[config.mk]
export PLATFORM = sky130hd
export DESIGN_NAME = seg7_scan_decoder_flat
export DESIGN_NICKNAME = d
export VERILOG_FILES = /design/src/rtl/seg7_scan_decoder_if.sv /design/src/rtl/seg7_scan_decoder.sv /design/src/flat_wrapper.sv
export SDC_FILE = /design/constraint.sdc
export NUM_CORES = 1
export LEC_CHECK = 0
export ABC_AREA = 1
export CAP_MARGIN = 20
export CORE_MARGIN = 5
export CORE_UTILIZATION = 31
export CTS_BUF_LIST = sky130_fd_sc_hd__clkbuf_16
export DETAILED_ROUTE_END_ITERATION = 6
export SLEW_MARGIN = 5
export SYNTH_ARGS = -nofsm -noshare
export SYNTH_HDL_FRONTEND = slang
export SYNTH_SLANG_ARGS = --single-unit
[constraint.sdc]
create_clock -name clk -period 2.6 [get_ports clk]
set_input_delay 0.52 -clock clk [delete_from_list [all_inputs] [get_ports clk]]
set_output_delay 0.52 -clock clk [all_outputs]
set_load 0.02 [all_outputs]
[src/rtl/seg7_scan_decoder_if.sv]
// Multiplexed 7-segment display bus: scanned digit enables/segments in,
// decoded frame and status pulses out.
interface seg7_scan_decoder_if;
  logic [3:0]  an;
  logic [0:6]  seg;
  logic [15:0] value;
  logic        frame_valid;
  logic        pat_err;
  logic        seq_err;

  modport master (
    output an, seg,
    input  value, frame_valid, pat_err, seq_err
  );

  modport slave (
    input  an, seg,
    output value, frame_valid, pat_err, seq_err
  );
endinterface

[src/rtl/seg7_scan_decoder.sv]
// Recovers the 4-digit hex value shown on a scanned, active-low 7-segment
// display by watching its digit enables and segment lines.
module seg7_scan_decoder #(
  parameter int unsigned STABLE_CYC = 4
) (
  input logic                 clk,
  input logic                 rst_n,
  seg7_scan_decoder_if.slave  bus
);
  localparam int unsigned AN_W  = 4;
  localparam int unsigned SEG_W = 7;
  localparam int unsigned CNT_W = 8;
  localparam int unsigned VAL_W = 16;
  localparam logic [CNT_W-1:0] CNT_MAX = CNT_W'(STABLE_CYC);
  localparam logic [AN_W-1:0]  AN_NONE = 4'b1111;
  localparam logic [AN_W-1:0]  AN_DIG0 = 4'b1110;

  typedef enum logic [1:0] {SYNC, SETTLE, HOLD} state_t;

  state_t            state, state_n;
  logic [AN_W-1:0]   an_s1, an_s2, an_p;
  logic [0:SEG_W-1]  seg_s1, seg_s2, seg_p;
  logic [1:0]        idx, idx_n, idx_inc;
  logic [CNT_W-1:0]  cnt, cnt_n;
  logic [3:0][3:0]   slot, slot_n;
  logic [3:0]        err, err_n;
  logic [VAL_W-1:0]  value_q, value_n;
  logic              frame_valid_q, frame_valid_n;
  logic              pat_err_q, pat_err_n;
  logic              seq_err_q, seq_err_n;
  logic [4:0]        dec;
  logic [AN_W-1:0]   an_exp, an_nxt;
  logic              same;

  // {pattern_error, nibble} for an active-low g..a segment pattern
  function automatic logic [4:0] decode(input logic [0:6] s);
    case (s)
      7'b1000000: decode = 5'h00;
      7'b1111001: decode = 5'h01;
      7'b0100100: decode = 5'h02;
      7'b0110000: decode = 5'h03;
      7'b0011001: decode = 5'h04;
      7'b0010010: decode = 5'h05;
      7'b0000010: decode = 5'h06;
      7'b1111000: decode = 5'h07;
      7'b0000000: decode = 5'h08;
      7'b0010000: decode = 5'h09;
      7'b0001000: decode = 5'h0A;
      7'b0000011: decode = 5'h0B;
      7'b1000110: decode = 5'h0C;
      7'b0100001: decode = 5'h0D;
      7'b0000110: decode = 5'h0E;
      7'b0001110: decode = 5'h0F;
      default:    decode = 5'h10;
    endcase
  endfunction

  // Two-flop synchronizer plus one-sample history for the stability check
  always_ff @(posedge clk or negedge rst_n) begin
    if (!rst_n) begin
      an_s1  <= AN_NONE;
      an_s2  <= AN_NONE;
      an_p   <= AN_NONE;
      seg_s1 <= '1;
      seg_s2 <= '1;
      seg_p  <= '1;
    end else begin
      an_s1  <= bus.an;
      an_s2  <= an_s1;
      an_p   <= an_s2;
      seg_s1 <= bus.seg;
      seg_s2 <= seg_s1;
      seg_p  <= seg_s2;
    end
  end

  // State register with frame datapath and registered outputs
  always_ff @(posedge clk or negedge rst_n) begin
    if (!rst_n) begin
      state         <= SYNC;
      idx           <= '0;
      cnt           <= '0;
      slot          <= '0;
      err           <= '0;
      value_q       <= '0;
      frame_valid_q <= 1'b0;
      pat_err_q     <= 1'b0;
      seq_err_q     <= 1'b0;
    end else begin
      state         <= state_n;
      idx           <= idx_n;
      cnt           <= cnt_n;
      slot          <= slot_n;
      err           <= err_n;
      value_q       <= value_n;
      frame_valid_q <= frame_valid_n;
      pat_err_q     <= pat_err_n;
      seq_err_q     <= seq_err_n;
    end
  end

  // Next-state: scan tracking, digit settling and frame assembly
  always_comb begin
    state_n       = state;
    idx_n         = idx;
    cnt_n         = cnt;
    slot_n        = slot;
    err_n         = err;
    value_n       = value_q;
    frame_valid_n = 1'b0;
    pat_err_n     = 1'b0;
    seq_err_n     = 1'b0;
    dec           = decode(seg_s2);
    idx_inc       = idx + 2'd1;
    an_exp        = ~(AN_W'(1) << idx);
    an_nxt        = ~(AN_W'(1) << idx_inc);
    same          = ({an_s2, seg_s2} == {an_p, seg_p});

    case (state)
      SYNC: begin
        // The sample that reveals digit 0 is the first of its stable run
        if (an_s2 == AN_DIG0) begin
          state_n = SETTLE;
          idx_n   = 2'd0;
          cnt_n   = CNT_W'(1);
          err_n   = '0;
        end
      end
      SETTLE: begin
        if (an_s2 == AN_NONE) begin
          cnt_n = '0;
        end else if (an_s2 != an_exp) begin
          seq_err_n = 1'b1;
          state_n   = SYNC;
          cnt_n     = '0;
          err_n     = '0;
        end else begin
          if (!same)               cnt_n = CNT_W'(1);
          else if (cnt >= CNT_MAX) cnt_n = CNT_MAX;
          else                     cnt_n = cnt + CNT_W'(1);
          if (cnt_n == CNT_MAX) begin
            state_n     = HOLD;
            slot_n[idx] = dec[3:0];
            err_n[idx]  = dec[4];
            if (idx == 2'd3) begin
              value_n       = {dec[3:0], slot[2], slot[1], slot[0]};
              frame_valid_n = 1'b1;
              pat_err_n     = (|err[2:0]) | dec[4];
              err_n         = '0;
            end
          end
        end
      end
      HOLD: begin
        if (an_s2 == an_exp || an_s2 == AN_NONE) begin
          state_n = HOLD;
        end else if (an_s2 == an_nxt) begin
          state_n = SETTLE;
          idx_n   = idx_inc;
          cnt_n   = CNT_W'(1);
        end else begin
          seq_err_n = 1'b1;
          state_n   = SYNC;
          cnt_n     = '0;
          err_n     = '0;
        end
      end
      default: state_n = SYNC;
    endcase
  end

  assign bus.value       = value_q;
  assign bus.frame_valid = frame_valid_q;
  assign bus.pat_err     = pat_err_q;
  assign bus.seq_err     = seq_err_q;
endmodule
[src/flat_wrapper.sv]
// flat-port wrapper written by rule: the top's interface ports become plain ports
module seg7_scan_decoder_flat 
#(
  parameter int unsigned STABLE_CYC = 4
)
  (clk, rst_n, bus_an, bus_seg, bus_value, bus_frame_valid, bus_pat_err, bus_seq_err);
  seg7_scan_decoder_if bus_i ();
  input logic clk;
  input logic rst_n;
  input wire logic [$bits(bus_i.an)-1:0] bus_an;
  input wire logic [$bits(bus_i.seg)-1:0] bus_seg;
  output wire logic [$bits(bus_i.value)-1:0] bus_value;
  output wire logic [$bits(bus_i.frame_valid)-1:0] bus_frame_valid;
  output wire logic [$bits(bus_i.pat_err)-1:0] bus_pat_err;
  output wire logic [$bits(bus_i.seq_err)-1:0] bus_seq_err;
  assign bus_i.an = bus_an;
  assign bus_i.seg = bus_seg;
  assign bus_value = bus_i.value;
  assign bus_frame_valid = bus_i.frame_valid;
  assign bus_pat_err = bus_i.pat_err;
  assign bus_seq_err = bus_i.seq_err;
  seg7_scan_decoder #(.STABLE_CYC(STABLE_CYC)) u_core (.clk(clk), .rst_n(rst_n), .bus(bus_i));
endmodule
==> metrics.md, run 1 <==
| Metric | Value |
|---|---|
| Iter 0 DRT Violations | `148` |
| Final Hold Viols | `0` |
| Synth Cell Area | `3580 um2` |
| Share of cells above drive strength 1 | `0.177` |
| GRT Util Overall | `0.108` |
| Maximum buffer depth of the clock tree | `2` |
| Ant. Diodes | `0` |
| Post-route ant nets | `0` |
| PwrDens | `718 nW/um2` |
| CP Launch Type | `flip-flop` |
| Synthesis Warnings | `0` |
| Worst Clk Skew | `0.00659 ns` |
| Post-route non-filler standard cell count | `567` |
| Setup WS pre-CTS | `0.472 ns` |
| PortBufs | `31` |
| Min Tclk post-route | `2.15 ns` |
| Ports | `32` |
| Cell count after placement | `551` |
| Synth Area in Compound Gates | `0.0570` |
| Status | `complete, no violations` |
| Period utilisation layout | `0.827` |
| Main combinational cell family by area after synthesis | `simple AND/OR/NAND/NOR gates` |
| Vias in the first global route | `2719` |
| Clk pin slew, worst setup/hold paths | `0.07 ns` |
| Die Area | `13800 um2` |
| Postcts setup bufs | `0` |
| CP endpoint kind | `flip-flop` |
| Area leader, netlist | `dfrtp_1` |
| Final worst setup slack | `0.449 ns` |
| Worst slew margin | `0.642` |
| Router iterations before antenna repair | `4` |
| Simple-gate share of the synthesized area | `0.256` |
| Final Power | `3.13 mW` |
| Synth top area cells | `dfrtp_1, dfstp_2, nand2_1, inv_1, ha_1` |
| Cts repair resizes | `0` |
| Syn-to-layout area delta | `21.7%` |
| Cells after synthesis | `381` |
| Root Buffer | `clkbuf_16` |
| Post-synthesis adder-cell area fraction | `0.0349` |
| WP data required | `2.85 ns` |
| Nets | `442` |
| Final max-slew violation count | `0` |
| Sequential area share after synthesis | `0.564` |
| Max Cap Violations | `0` |
| Core area | `11400 um2` |
| DRC | `0` |
| Critical path peak fanout | `4` |
| Area of placed instances | `4040 um2` |
| Final Wtd Congestion | `0.895` |
| Die Width | `117 um` |
| Via-to-Cell Ratio | `4.57` |
| Worst min path class | `in2async` |
| Final setup violation count | `0` |
| Clock sinks | `79` |
| Flops & latches, synth | `79` |
| Final core occ | `0.383` |
| LEAKAGE | `2.07 nW` |
| Mux share of post-synthesis cell area | `0` |
| CTS buffer count | `9` |
| Worst reg2reg setup slack | `0.45 ns` |
| DP HPWL | `4910 um` |
| F_max | `465 MHz` |
| Routed vias | `2593` |
| Sum Neg Setup Slack | `0 ns` |
| Die height | `117 um` |
| Number of H-tree levels | `3` |
| Syn_area_per_cell | `9.40 um2` |
| Mapped Nets | `404` |
| Final WL | `6780 um` |
| GRT overflow | `0` |
| Post-synthesis xor/xnor area fraction | `0.0294` |
| CTS tree | `yes` |
| Post-synth top area share | `0.321` |
| Post-route cell area | `4360 um2` |
| Crit path kind | `reg2reg` |
| Initial antenna violation count | `0` |
| Worst Tran Pin Value | `0.533 ns` |
| Unrepaired setup endpoints after global routing | `no` |
| Drt wl/cell | `12.0 um` |
| Hold Slack | `0.187 ns` |
| Starting Density | `0.315` |
| Post-synthesis cell type count | `32` |
| Largest net degree at the start of global routing | `42` |
| Worst skew pair latency | `0.33 ns` |
| CTS Hold Bufs | `0` |
| CP arrival | `2.40 ns` |
| Global-route wire length before repair | `12600 um` |
| Max VDD drop | `0.329 mV` |
| Row count | `39` |
-- cells in the mapped netlist --
cell and count:
a211oi_1 2, a21boi_0 1, a21oi_1 4, a21oi_2 1
a31oi_1 1, buf_2 3, buf_6 4, dfrtp_1 46
dfstp_2 33, ha_1 10, inv_1 36, inv_2 4
nand2_1 117, nand2_2 4, nand2_4 1, nand3_1 16
nand3_2 4, nand4_1 12, nor2_1 21, nor2_2 1
nor2_4 3, nor2_8 2, nor3_1 12, nor3_4 1
nor4_1 1, o21ai_0 22, o21ai_1 4, o22a_1 1
o31ai_1 1, or2_2 1, xnor2_1 7, xor2_1 5
-- state kept, by name, indices dropped and copies added, names as in the netlist --
name                    cells
u_core.an_s2                4
u_core.an_p                 4
u_core.seg_s1               7
u_core.slot                12
u_core.an_s1                4
u_core.bus.value           16
u_core.state                2
u_core.bus.frame_valid      1
u_core.seg_s2               7
u_core.err                  3
u_core.bus.seq_err          1
u_core.idx                  2
u_core.seg_p                7
u_core.bus.pat_err          1
u_core.cnt                  8
-- final timing paths --
kind | start | cells after the start | end
max | u_core.idx[1] | 11 | u_core.idx[1]
min | rst_n | 1 | u_core.slot[4]
max reg2reg | u_core.idx[1] | 11 | u_core.idx[1]
min reg2reg | u_core.seg_s1[1] | 0 | u_core.seg_s2[1]
max in group asynchronous | rst_n | 2 | u_core.an_p[0]
min in group clk | u_core.seg_s1[1] | 0 | u_core.seg_s2[1]
-- report_power, final --
group,internal (mW),switching [mW]
sequential,1.31,0.0461
combinational,0.170,0.308
clock,0.763,0.529
total,2.25,0.883
-- cell type report --
class                   instances  area [um2]
clock buffers                   9         225
multi-input cells             255        1350
repair buffers                 34         343
fillers                      1133        7010
flip-flops and latches         79        2020
inverters                      40         150
well taps                     143         179
clock inverters                 7        88.8
-- critical path, stage by stage (launching register included) --
cell	delay [ns]
dfrtp_1	0.41
inv_1	0.11
ha_1	0.30
xnor2_1	0.16
nor2_1	0.06
nand2_1	0.15
nand2_1	0.11
nand2_1	0.13
nand2_1	0.07
nor3_1	0.35
nand3_1	0.12
o21ai_0	0.10
-- per-layer routing --
metal  vias to the layer above  GRT usage  part of all wire
met5                         -          0                 0
met4                         0     0.0401             0.022
met3                        10     0.0298             0.041
met2                        72      0.179              0.47
met1                      1218      0.135              0.47
li1                       1293          -                 -
-- logic make-up (layout without fill, tap and decap cells) --
group	Yosys count	count (layout)
xor+xnor	12	12
simple gates	196	196
buf+inv	47	90
compound gates	37	37
flops	79	79
fa+ha+maj	10	10
-- placed cells by master, fill, tap and decap left out, drive strengths merged, types with 4 or more instances in the layout --
master / netlist / layout
nor2: 27 / 27
clkbuf: 0 / 9
inv: 40 / 43
xnor2: 7 / 7
ha: 10 / 10
xor2: 5 / 5
clkdlybuf4s50: 0 / 30
nand2: 122 / 122
nand4: 12 / 12
o21ai: 26 / 26
dfrtp: 46 / 46
a21oi: 5 / 5
dfstp: 33 / 33
nor3: 13 / 13
buf: 7 / 4
nand3: 20 / 20
Power figures use the tool's default switching activity.
==> run 2, diff against run 1 <==
- clock period: 2.6 -> 2.16 ns (I/O delays scaled with it)
==> run 2 against run 1 <==
Sequential share of layout area shrank 1.7 points. Register-to-register slack lost 0.33 ns. Clock skew grew 0.0024 ns. Die area is the same. Via count grew 0.31%. Critical endpoint is now u_core.bus.value[3].
==> metrics.md, run 2 (synthesis results as in run 1) <==
| Metric | Value |
|---|---|
| Status | `complete, no violations (unchanged)` |
| Via-to-Cell Ratio | `4.49 (was 4.57)` |
| Global-route wire length before repair | `11900 um (was 12600 um)` |
| CP Launch Type | `flip-flop (unchanged)` |
| Crit path kind | `reg2reg (unchanged)` |
| LEAKAGE | `2.12 nW (was 2.07 nW)` |
| GRT overflow | `0 (unchanged)` |
| Worst reg2reg path endpoint | `u_core.bus.value[3] (was u_core.idx[1])` |
| GRT Util Overall | `0.105 (was 0.108)` |
| Critical path peak fanout | `7 (was 4)` |
| Most common cell after layout, fill and taps aside | `nand2_1 (unchanged)` |
| Starting Density | `0.315 (unchanged)` |
| Max reg flops | `16 (unchanged)` |
| F_max | `489 MHz (was 465 MHz)` |
| Worst slew margin | `0.551 (was 0.642)` |
| Row count | `39 (unchanged)` |
| Register area | `2020 um2 (unchanged)` |
| PwrDens | `851 nW/um2 (was 718 nW/um2)` |
| CP endpoint kind | `flip-flop (unchanged)` |
| Post-route ant nets | `0 (unchanged)` |
| Number of H-tree levels | `3 (unchanged)` |
| Worst skew pair latency | `0.33 ns (about the same)` |
| Syn-to-layout area delta | `26.2% (was 21.7%)` |
| Multi-input logic area | `1430 um2 (was 1350 um2)` |
| Worst reg2reg path depth | `12 (was 11)` |
| Worst Clk Skew | `0.00902 ns (was 0.00659 ns)` |
| Die Area | `13800 um2 (unchanged)` |
| Worst reg2reg setup slack | `0.11 ns (was 0.45 ns)` |
| Worst Tran Pin Value | `0.673 ns (was 0.533 ns)` |
| Largest net degree at the start of global routing | `55 (was 42)` |
| CP max-delay cell | `dfrtp_1 (unchanged)` |
| Period utilisation layout | `0.947 (was 0.827)` |
| Worst reg2reg startpoint | `u_core.idx[1] (unchanged)` |
| Final core occ | `0.397 (was 0.383)` |
| Die Width | `117 um (unchanged)` |
| Max Cap Violations | `0 (unchanged)` |
| Router iterations before antenna repair | `4 (unchanged)` |
| Fill cells | `1138 (was 1133)` |
| Final Hold Viols | `0 (unchanged)` |
| Ant. Diodes | `0 (unchanged)` |
| Worst min path class | `in2async (unchanged)` |
| Hold Slack | `0.144 ns (was 0.187 ns)` |
| Initial antenna violation count | `0 (unchanged)` |
| Nets | `454 (was 442)` |
| Clock sinks | `79 (unchanged)` |
| Final Wtd Congestion | `0.834 (was 0.895)` |
| Die height | `117 um (unchanged)` |
| Ports | `32 (unchanged)` |
| DRC | `0 (unchanged)` |
| DP HPWL | `5000 um (was 4910 um)` |
| Share of cells above drive strength 1 | `0.220 (was 0.177)` |
| Vias in the first global route | `2475 (was 2719)` |
| CTS tree | `yes (unchanged)` |
| Routed vias | `2601 (was 2593)` |
| CP max stage delay | `0.44 ns (was 0.41 ns)` |
| Max VDD drop | `0.401 mV (was 0.329 mV)` |
| CTS Hold Bufs | `0 (unchanged)` |
| WP data required | `2.43 ns (was 2.85 ns)` |
| Root Buffer | `clkbuf_16 (unchanged)` |
| Drt wl/cell | `12.0 um (about the same)` |
| Final max-slew violation count | `0 (unchanged)` |
| Final WL | `6960 um (was 6780 um)` |
| Clk pin slew, worst setup/hold paths | `0.07 ns (about the same)` |
| Maximum buffer depth of the clock tree | `2 (unchanged)` |
| Iter 0 DRT Violations | `151 (was 148)` |
| PortBufs | `31 (unchanged)` |
| Final setup violation count | `0 (unchanged)` |
| Min Tclk post-route | `2.05 ns (was 2.15 ns)` |
| CTS buffer count | `9 (unchanged)` |
| Critical path cell sequence | `inv_2 > ha_4 > xnor2_1 > nor2_1 > nand2_2 > nor2_4 > inv_2 > nor2_8 > nand2_4 > nor2_4 > nand2_1 > nand2_1 (was inv_1 > ha_1 > xnor2_1 > nor2_1 > nand2_1 > nand2_1 > nand2_1 > nand2_1 > nor3_1 > nand3_1 > o21ai_0)` |
| Commonest non-fill, non-tap cells in the layout | `nand2_1, dfrtp_1, inv_1, dfstp_2, clkdlybuf4s50_1 (unchanged)` |
| Core area | `11400 um2 (unchanged)` |
| CP arrival | `2.32 ns (was 2.40 ns)` |
==> run 2: layout make-up <==
cell class,instances,area share
Sequential cell,79,0.447
Clock inverter,7,0.0197
Inverter,40,0.0332
Timing Repair Buffer,45,0.0941
Clock buffer,9,0.0498
Multi-Input combinational cell,256,0.317
Tap cell,143,0.0396
==> run 2: worst max-delay path, delay by kind of cell, from the launching register on <==
kind	cells	cell delay, ns
fa+ha+maj	1	0.18
buf+inv	2	0.18
xor+xnor	1	0.12
flops	1	0.44
simple gates	8	1.05
==> run 2: metrics by stage <==
stage,area [um2],total power [mW],TNS (ns),std cells,setup WS (ns)
detailed placement,4080,2.25,-0.0261,556,-0.0147
CTS,4400,3.87,0,572,0.0240
global route,4520,4.06,-0.113,579,-0.0163
floorplan,3580,2.05,0,381,0.307
finish,4520,3.84,0,579,0.115
global placement,4080,2.24,0,556,0.0671
==> run 2: where the power goes <==
part           switching, mW  leakage, nW  total [mW]  internal [mW]
combinational          0.403        0.989       0.635          0.232
sequential            0.0546        0.982        1.64           1.58
clock                  0.655        0.150        1.57          0.919
==> run 2: worst max path at each step <==
stage / from / endpoint
6_report: u_core.idx[1] / u_core.bus.value[3]
5_1_grt: u_core.idx[1] / u_core.bus.value[4]
4_1_cts: u_core.idx[0] / u_core.bus.value[3]
3_5_place_dp: u_core.idx[0] / u_core.idx[1]
3_3_place_gp: u_core.idx[0] / u_core.err[2]
2_1_floorplan: u_core.idx[0] / u_core.err[0]
==> run 2: what timing repair did <==
action,CTS,global route
pin swaps,0,4
gates cloned,0,1
setup buffers,0,6
resized for setup,2,15
setup endpoints to repair,5,43
==> run 2: layer usage <==
metal,vias up,GRT usage,share of wire
li1,1318,-,-
met1,1241,0.134,0.46
met2,35,0.164,0.49
met3,7,0.0298,0.032
met4,0,0.0459,0.016
met5,-,0,0
==> run 3, diff against run 2 <==
- CORE_MARGIN: 5 -> 2
==> run 3 against run 2 <==
Via count down 1.1%. Die area down 10%. Sequential share of layout area up 0.32 points. Count of clock-buffer cells in the layout unchanged. Clock power up 9.6%. First-iteration DRC count up 7.3%. Clock skew down 0.0045 ns. Non-clock buffer count down 2. Sequential power about the same.
==> metrics.md, run 3 (synthesis results as in run 1) <==
| Metric | Value |
|---|---|
| Worst skew pair latency | `0.33 ns (about the same)` |
| CP max stage delay | `0.37 ns (was 0.44 ns)` |
| Syn-to-layout area delta | `25.3% (was 26.2%)` |
| Final max-slew violation count | `0 (unchanged)` |
| Worst reg2reg setup slack | `0.18 ns (was 0.11 ns)` |
| Final WL | `6480 um (was 6960 um)` |
| Row count | `39 (unchanged)` |
| Sequential share of power | `0.413 (was 0.425)` |
| Max VDD drop | `0.405 mV (was 0.401 mV)` |
| DRC | `0 (unchanged)` |
| DP HPWL | `4750 um (was 5000 um)` |
| Router iterations before antenna repair | `4 (unchanged)` |
| Psw | `1.03 mW (was 1.11 mW)` |
| GRT overflow | `0 (unchanged)` |
| Drt wl/cell | `11.3 um (was 12.0 um)` |
| CTS tree | `yes (unchanged)` |
| CTS buffer count | `9 (unchanged)` |
| GRT Util Overall | `0.111 (was 0.105)` |
| CP endpoint kind | `flip-flop (unchanged)` |
| Period utilisation layout | `0.914 (was 0.947)` |
| CP most frequent cell | `nand2_1` |
| Post-route ant nets | `0 (unchanged)` |
| Unrepaired setup endpoints after global routing | `yes` |
| Critical path cell sequence | `inv_1 > ha_1 > xnor2_1 > nor2_1 > nand2_1 > nor2_4 > inv_2 > nor2_8 > nand3_2 > nand2_1 > o21ai_0 (was inv_2 > ha_4 > xnor2_1 > nor2_1 > nand2_2 > nor2_4 > inv_2 > nor2_8 > nand2_4 > nor2_4 > nand2_1 > nand2_1)` |
| Internal power | `2.93 mW (was 2.73 mW)` |
| F_max | `506 MHz (was 489 MHz)` |
| Number of H-tree levels | `3 (unchanged)` |
| Critical path peak fanout | `8 (was 7)` |
| Final setup violation count | `0 (unchanged)` |
| Initial antenna violation count | `0 (unchanged)` |
| Die Width | `111 um (was 117 um)` |
| Iter 0 DRT Violations | `162 (was 151)` |
| Clock sinks | `79 (unchanged)` |
| Maximum buffer depth of the clock tree | `2 (unchanged)` |
| Hold Slack | `0.00988 ns (was 0.144 ns)` |
| Root Buffer | `clkbuf_16 (unchanged)` |
| Worst reg2reg path depth | `11 (was 12)` |
| Crit path from | `u_core.idx[0] (was u_core.idx[1])` |
| Final core occ | `0.396 (was 0.397)` |
| WP data required | `2.34 ns (was 2.43 ns)` |
| Worst reg2reg startpoint | `u_core.idx[0] (was u_core.idx[1])` |
| Combinational share of power | `0.152 (was 0.165)` |
| Largest net degree at the start of global routing | `34 (was 55)` |
| Worst reg2reg path endpoint | `u_core.slot[9] (was u_core.bus.value[3])` |
| Final Wtd Congestion | `0.906 (was 0.834)` |
| Routed vias | `2573 (was 2601)` |
| Crit path kind | `reg2reg (unchanged)` |
| Post-route cell area | `4490 um2 (was 4520 um2)` |
| PwrDens | `882 nW/um2 (was 851 nW/um2)` |
| Via-to-Cell Ratio | `4.47 (was 4.49)` |
| LEAKAGE | `2.14 nW (was 2.12 nW)` |
| CP max-delay cell | `dfrtp_1 (unchanged)` |
| Worst Clk Skew | `0.00451 ns (was 0.00902 ns)` |
| Final Hold Viols | `0 (unchanged)` |
| Worst min path class | `in2async (unchanged)` |
| Starting Density | `0.316 (was 0.315)` |
| Ports | `32 (unchanged)` |
| Max reg flops | `16 (unchanged)` |
| CP Launch Type | `flip-flop (unchanged)` |
| Commonest non-fill, non-tap cells in the layout | `nand2_1, dfrtp_1, inv_1, dfstp_2, clkdlybuf4s50_1 (unchanged)` |
| Clk network pwr share | `0.435 (was 0.409)` |
| Nets | `451 (was 454)` |
| Worst slew margin | `0.680 (was 0.551)` |
| Share of cells above drive strength 1 | `0.201 (was 0.220)` |
| Ant. Diodes | `0 (unchanged)` |
| Area of placed instances | `4080 um2 (unchanged)` |
| Status | `complete, no violations (unchanged)` |
| Die height | `111 um (was 117 um)` |
| Min Tclk post-route | `1.98 ns (was 2.05 ns)` |
| PortBufs | `31 (unchanged)` |
| Core area | `11300 um2 (was 11400 um2)` |
| Critical path endpoint | `u_core.slot[9] (was u_core.bus.value[3])` |
| Global-route wire length before repair | `11400 um (was 11900 um)` |
| Most common cell after layout, fill and taps aside | `nand2_1 (unchanged)` |
| Clk pin slew, worst setup/hold paths | `0.06 ns (was 0.07 ns)` |
| Max Cap Violations | `0 (unchanged)` |
| Vias in the first global route | `2535 (was 2475)` |
| Die Area | `12400 um2 (was 13800 um2)` |
| CP arrival | `2.16 ns (was 2.32 ns)` |
| Worst Tran Pin Value | `0.476 ns (was 0.673 ns)` |
| Sw frac | `0.259 (was 0.289)` |
-- run 3: per-stage QoR --
stage / power, mW / setup TNS [ns] / std cells / worst slack (ns)
after floorplan: 2.05 / 0 / 381 / 0.307
after detailed placement: 2.25 / 0 / 556 / 0.0992
final: 3.96 / 0 / 576 / 0.185
after CTS: 4.00 / 0 / 572 / 0.0943
after global routing: 4.16 / -0.0116 / 576 / -0.0116
after global placement: 2.23 / 0 / 556 / 0.138
-- run 3: per-layer routing --
| layer | vias to the layer above | share of wire | GRT usage | wire, um |
|---|---|---|---|---|
| met1 | 1187 | 0.49 | 0.151 | 3180 |
| met2 | 62 | 0.45 | 0.173 | 2910 |
| met5 | - | 0 | 0 | 0 |
| met3 | 12 | 0.044 | 0.0289 | 287 |
| met4 | 0 | 0.015 | 0.0420 | 100 |
| li1 | 1312 | - | - | - |
-- run 3: layout make-up --
type,instances,area [um2]
Multi-Input combinational cell,255,1370
Timing Repair Buffer,43,427
Clock inverter,7,120
Sequential cell,79,2020
Inverter,40,150
Fill cell,1114,6830
Tap cell,143,179
Clock buffer,9,225
-- run 3: power groups by stage --
stage | logic, mW | clock network, mW | registers [mW]
global placement | 0.572 | 0 | 1.66
CTS | 0.583 | 1.77 | 1.64
finish | 0.600 | 1.72 | 1.64
detailed placement | 0.581 | 0 | 1.66
global route | 0.681 | 1.84 | 1.65
floorplan | 0.396 | 0 | 1.66
-- run 3: worst max-delay path: cells and delay by family, from the launching register on --
family | cells | cell delay [ns]
fa+ha+maj | 1 | 0.24
compound gates | 1 | 0.09
buf+inv | 2 | 0.18
flops | 1 | 0.37
simple gates | 6 | 0.81
xor+xnor | 1 | 0.13
-- run 3: how the worst min path moves through the flow --
| stage | start | to | slack [ns] | cells past startpoint |
|---|---|---|---|---|
| finish | rst_n | u_core.bus.value[12] | 0.01 | 1 |
| detailed placement | u_core.an_s1[1] | u_core.an_s2[1] | 0.35 | 0 |
| global route | rst_n | u_core.bus.value[12] | 0.03 | 1 |
| floorplan | rst_n | u_core.bus.frame_valid | 0.14 | 0 |
| global placement | u_core.seg_s1[5] | u_core.seg_s2[5] | 0.35 | 0 |
| CTS | rst_n | u_core.bus.value[12] | 0.02 | 1 |
-- run 3: what timing repair did --
item | in CTS | in global routing
endpoints found under the setup margin | 0 | 37
gates resized for setup | 0 | 5
buffers inserted | 0 | 4
hold buffers | 0 | 0
